**src/rtl/rca_16_inverse_serial.sv**
```systemverilog
// rca_16_inverse_serial: bit-serial subtractor recovering b = s - a, LSB first.
// Ports: clk, rst_n (sync, active-low); in_valid/in_ready, s[WIDTH:0], a;
//        out_valid/out_ready, b, err (result outside 0..2^WIDTH-1).
module rca_16_inverse_serial #(
    parameter int WIDTH = 16
) (
    input  logic             clk,
    input  logic             rst_n,
    input  logic             in_valid,
    output logic             in_ready,
    input  logic [WIDTH:0]   s,
    input  logic [WIDTH-1:0] a,
    output logic             out_valid,
    input  logic             out_ready,
    output logic [WIDTH-1:0] b,
    output logic             err
);

    localparam int CW = $clog2(WIDTH + 1);

    typedef enum logic [1:0] {
        IDLE,
        RUN,
        DONE
    } state_t;

    state_t state;
    state_t state_nxt;

    logic [WIDTH:0]  s_sh;
    logic [WIDTH:0]  a_sh;
    logic [WIDTH:0]  res;
    logic [WIDTH:0]  res_nxt;
    logic            borrow;
    logic            borrow_nxt;
    logic            d;
    logic            last;
    logic [CW-1:0]   cnt;

    // One full-subtractor slice on the current LSBs.
    assign d          = s_sh[0] ^ a_sh[0] ^ borrow;
    assign borrow_nxt = (~s_sh[0] & a_sh[0])
                      | (~s_sh[0] & borrow)
                      | (a_sh[0] & borrow);
    assign res_nxt    = {d, res[WIDTH:1]};
    assign last       = (cnt == CW'(WIDTH));

    always_ff @(posedge clk) begin
        if (!rst_n) begin
            state <= IDLE;
        end else begin
            state <= state_nxt;
        end
    end

    always_comb begin
        state_nxt = state;
        unique case (state)
            IDLE: if (in_valid)  state_nxt = RUN;
            RUN:  if (last)      state_nxt = DONE;
            DONE: if (out_ready) state_nxt = IDLE;
            default:             state_nxt = IDLE;
        endcase
    end

    always_comb begin
        in_ready  = (state == IDLE);
        out_valid = (state == DONE);
    end

    always_ff @(posedge clk) begin
        if (!rst_n) begin
            s_sh   <= '0;
            a_sh   <= '0;
            res    <= '0;
            borrow <= 1'b0;
            cnt    <= '0;
            b      <= '0;
            err    <= 1'b0;
        end else begin
            unique case (state)
                IDLE: begin
                    if (in_valid) begin
                        s_sh   <= s;
                        a_sh   <= {1'b0, a};
                        res    <= '0;
                        borrow <= 1'b0;
                        cnt    <= '0;
                    end
                end
                RUN: begin
                    s_sh   <= s_sh >> 1;
                    a_sh   <= a_sh >> 1;
                    res    <= res_nxt;
                    borrow <= borrow_nxt;
                    cnt    <= cnt + CW'(1);
                    if (last) begin
                        // Bit WIDTH set or a borrow out both mean out of range.
                        b   <= res_nxt[WIDTH-1:0];
                        err <= res_nxt[WIDTH] | borrow_nxt;
                    end
                end
                default: begin
                end
            endcase
        end
    end

endmodule

```
**config.mk**
```make
export PLATFORM = sky130hd
export DESIGN_NAME = rca_16_inverse_serial
export DESIGN_NICKNAME = d
export VERILOG_FILES = /design/src/rtl/rca_16_inverse_serial.sv
export SDC_FILE = /design/constraint.sdc
export NUM_CORES = 1
export LEC_CHECK = 0
export ABC_AREA = 0
export BUFFER_PORTS_ARGS = -buffer_cell sky130_fd_sc_hd__buf_2
export CORE_MARGIN = 1
export CORE_UTILIZATION = 40
export CTS_BUF_LIST = sky130_fd_sc_hd__clkbuf_16
export DETAILED_ROUTE_END_ITERATION = 8
export SYNTH_ARGS = -nofsm -noshare
export SYNTH_HDL_FRONTEND = slang
export SYNTH_SLANG_ARGS = --single-unit
```
**constraint.sdc**
```tcl
create_clock -name clk -period 1.6 [get_ports clk]
set_clock_uncertainty 0.1 [all_clocks]
set_input_delay 0.08 -clock clk [delete_from_list [all_inputs] [get_ports clk]]
set_output_delay 0.08 -clock clk [all_outputs]
set_load 0.01 [all_outputs]
```
# Word-level counts from Yosys, hierarchy flattened
# Cells that the tools add are included.
[word_totals] ff_bits=76 out_inout_bits=19 wordCells=43
[classes] addsub=1 n_eq_ne=6 mux=14 bitwise_logic=9 n_reduce_logical=5
[op_table] cell="17-bit one-hot mux with 2 select lines" n=3
[op_table] cell="17-bit two-way mux" n=3
[op_table] cell="5-bit one-hot mux with 2 select lines" n=1
[op_table] cell="2-bit two-way mux" n=3
[op_table] cell="2-bit one-hot mux with 3 select lines" n=1
[op_table] cell="5-bit by 1-bit adder with 5-bit output (second input constant)" n=1
[op_table] cell="5-bit equality test (second input constant)" n=1
[op_table] cell="5-bit two-way mux" n=1
[op_table] cell="2-bit inequality test (second input constant)" n=2
[op_table] cell="2-bit AND reduction" n=2
[op_table] cell="1-bit AND" n=3
[op_table] cell="1-bit OR" n=3
[op_table] cell="3-bit AND reduction" n=1
[op_table] cell="2-bit by 1-bit equality test with 1-bit output (second input constant)" n=1
[op_table] cell="2-bit equality test (second input constant)" n=1
[op_table] cell="2-bit logical NOT" n=1
[op_table] cell="2-bit by 1-bit inequality test with 1-bit output (second input constant)" n=1
[op_table] cell="1-bit one-hot mux with 2 select lines" n=1
[op_table] cell="2-bit nonzero test" n=1
[op_table] cell="1-bit XOR" n=2
[op_table] cell="1-bit two-way mux" n=1
[op_table] cell="1-bit NOT" n=1

# Depth between registers and ports, before layout
[logic_depth] depth_word=5 ltp_mapped=6

# Least setup slack after synthesis
# Ideal clock, no wire load.
[synth_path] path_type="reg2reg" start="register cnt[0]" end="register b[10]" t_arrival_ps=1270 required_time_ps=1428 path_slack_ps=158 stages_incl_launch_ff=7 path_buffers=1 period_less_slack_ps=1442 path_cell_list="dfxtp_1 inv_1 ha_1 nand4bb_2 nor2_8 buf_8 mux2i_1"
[synth_between] elab_chain_cells=2
[synth_lines] item="start, declared" line_no="38" source="logic [CW-1:0] cnt;"
[synth_lines] item="start signal, assigned" line_no="96" source="cnt <= cnt + CW'(1);"
[synth_lines] item="5-bit equality test" line_no="46" source="assign last = (cnt == CW'(WIDTH));"
[synth_lines] item="2-bit AND reduction (no source line)"
[synth_lines] item="end signal, assigned" line_no="99" source="b <= res_nxt[WIDTH-1:0];"
[synth_lines] item="end, declared" line_no="15" source="output logic [WIDTH-1:0] b,"
# Every way passes these cells.
# A chain may end at the register's enable or synchronous reset.

# Final worst setup path
[layout_path] start="register cnt[0]" end="register b[11]"
# The elaborated chain is that of the path after synthesis.

==> summary.md <==
| Metric | Value |
|---|---|
| IO Pins | 56 |
| RSZ-0062 raised after global routing | false |
| Initial Util | 0.424 |
| CP required | ~1.8 ns |
| Clk root buf | clkbuf_16 |
| Htree depth | 3 |
| Crit start category | flop |
| Routed WL | 7230 um |
| Max Freq | between 0.6 and 0.7 GHz |
| Setup Viol. Count Final | 0 |
| Nets | roughly 460 |
| Sw Share | 0.223 |
| Pin count of the biggest net entering global routing | 32 |
| Initial antenna violation count | 0 |
| Lkg Pwr | between 1.5 and 2 nW |
| Final Hold Vio Count | 0 |
| Clk_lat worst skew | approximately 0.33 ns |
| Global router's overall resource usage | 0.178 |
| Synth Instances | 359 |
| Clock transition at path regs | around 0.060 ns |
| Min Clock Period, post-route | 1.47 ns |
| X dimension of the die | between 90 and 100 um |
| Die footprint | 8730 um2 |
| Fillers | roughly 750 |
| Ratio of cells with drive above 1 in the final layout | 0.218 |
| Post-synthesis sequential area ratio | 0.443 |
| Commonest non-fill, non-tap cell in the layout | dfxtp_1 |
| HP Class | in -> reg |
| Commonest non-fill, non-tap cells in the layout | dfxtp_1 (74), buf_2 (55), nand2_1 (33), a21oi_1 (32), o221ai_1 (31) |
| Comb power frac | 0.098 |
| Final Max Tran Viols | 0 |
| Syn_nets | about 400 |
| #FFs+latches synth | 74 |
| CTS Buf Count | 9 |
| Die Y | between 90 and 100 um |
| Worst R2R Start | cnt[0] |
| Routed WL per cell | about 14 um |
| Yosys Warn Count | 0 |
| Antenna cells | 0 |
| Max transition margin | 0.739 |
| Vias in the first global route | approximately 2,600 |
| Drt initial violations | 97 |
| Worst Hold Path Cells | 4 |
| Vias/cell | 5.33 |
| PortBufs | 55 |
| Synth Area per Inst | around 9.3 um2 |
| First-pass GRT wire length | between 10,000 and 15,000 um |
| Total Power | approximately 0.0045 W |
| Critical path peak fanout | 6 |
| CTS tree | yes |
| Final Util | 0.527 |
| Routed Antenna Nets | 0 |
| Max IR drop VDD | around 570 uV |
| FF-to-FF setup slack | about 0.13 ns |
| Clk buf depth | 2 |
| Placeable Area | ~8000 um2 |
| Status | finished clean |
| Grt total ovfl | 0 |
| Internal power | 0.00348 W |
| Clock Sinks | 74 |
| Library cells used by synthesis | 33 |
| Vias | roughly 2,800 |
| Hold Path Origin | s[8] |
| Slew @ Worst Pin | 0.390 ns |
| R2r endpoint | b[11] |
| Part of the power in the clock network | 0.453 |
| # DRC | 0 |
| Area delta synth->final | 24.3% |
| Kind of critical path | reg -> reg |
| Routability cong. | between 0.7 and 0.8 |
| Post-Syn Area | 3350 um2 |
| Seq pwr share | 0.448 |
| Post-synth top area cell | dfxtp_1 |
| FP Rows | 32 |
| Dpl hpwl | around 4800 um |
| Hold Crit Endpoint | s_sh[8] |
| PwrDens | 1080 nW/um2 |
| Psw | between 0.001 and 0.0015 W |
| Post-synth top area share | 0.443 |
| Max cap viols | 0 |
| Post-route setup TNS | 0 ns |
| Synth area leaders | dfxtp_1 (44%), o221ai_1 (8.1%), or3b_1 (7.6%), mux2i_1 (6.0%), a21oi_1 (4.8%) |
| Data arrival time of the critical path | 1.62 ns |
| Final worst-path cycle share | 0.918 |
| Worst Setup End Kind | flop |
| TritonRoute pass-1 iters | 4 |
| R2R cell count | 6 |
==> final cells by class <==
cell class	count	area (um2)	area share
Multi-Input combinational cell	242	1660	0.400
Sequential cell	74	1480	0.356
Timing Repair Buffer	81	561	0.135
Clock buffer	9	225	0.0542
Tap cell	102	128	0.0307
Clock inverter	5	72.6	0.0174
Inverter	7	30.0	0.00722
==> stage by stage <==
| step | setup slack, ns | instances | area (um2) | hold slack, ns |
|---|---|---|---|---|
| after detailed placement | 0.126 | 499 | 3790 | 0.256 |
| after floorplan | 0.158 | 359 | 3350 | 0.151 |
| after CTS | 0.124 | 520 | 4160 | 0.0368 |
| after global routing | 0.00693 | 520 | 4160 | 0.0542 |
| final | 0.132 | 520 | 4160 | 0.0472 |
| after global placement | 0.198 | 499 | 3790 | 0.255 |
==> cells by family after synthesis <==
group / count (synthesis) / share of synthesized area
multiplexers: 20 / 0.0598
AO/OA/AOI/OAI: 119 / 0.233
flip-flops: 74 / 0.443
buffers and inverters: 43 / 0.0606
adder cells (fa/ha/maj): 3 / 0.0135
AND/OR/NAND/NOR: 100 / 0.191
==> what timing repair did <==
item,in CTS,in global routing
buffers inserted,1,0
gates resized for setup,1,0
endpoints found under the hold margin,6,0
endpoints found under the setup margin,1,0
hold buffers,6,0
==> sequential cells by signal (all words and copies together), names as in the netlist <==
name and count:
s_sh 17, a_sh 16, b 16, res 16, cnt 5, state 2, borrow 1, err 1
==> how the worst max path moves through the flow <==
stage	depth (start not counted)	endpoint	start	slack, ns
3_3_place_gp	5	err	s_sh[0]	0.20
5_1_grt	4	out_valid	state[1]	0.007
3_5_place_dp	6	b[9]	cnt[0]	0.13
4_1_cts	6	b[11]	cnt[0]	0.12
2_1_floorplan	6	b[10]	cnt[0]	0.16
6_report	6	b[11]	cnt[0]	0.13
==> cell usage after synthesis (all sizes together) <==
cell type  number
a21o            1
a21oi          32
a22oi          20
and2b           1
buf            18
clkbuf         18
dfxtp          74
fa              1
ha              2
inv             7
mux2i          20
nand2          33
nand2b          4
nand3           2
nand4           2
nand4bb         1
nor2            4
nor2b          22
nor3            1
nor3b           1
o21a            1
o21ai          29
o21bai          1
o221ai         31
o22ai           3
o311a           1
or3b           29
==> layer usage <==
| metal | wire [um] | vias up | part of all wire | GRT usage |
|---|---|---|---|---|
| met1 | 3570 | 1281 | 0.49 | 0.230 |
| met2 | 3330 | 56 | 0.46 | 0.284 |
| met3 | 309 | 2 | 0.043 | 0.0415 |
| li1 | - | 1430 | - | - |
| met5 | 0 | - | 0 | 0 |
| met4 | 19 | 0 | 0.0026 | 0.0769 |
==> power groups by stage <==
stage	Combinational, W	Clock (W)	Sequential (W)
floorplan	0.000303	0	0.00202
global placement	0.000425	0	0.00205
detailed placement	0.000431	0	0.00205
CTS	0.000446	0.00210	0.00201
global route	0.000499	0.00215	0.00202
finish	0.000442	0.00203	0.00201
==> worst max-delay path: stages (launching register included) <==
cell and delay (ns):
dfxtp_1 0.32, inv_1 0.10, ha_1 0.17, nand4bb_2 0.19, nor2_8 0.15, buf_4 0.19
mux2i_1 0.18
(Power assumes the default switching activity.)
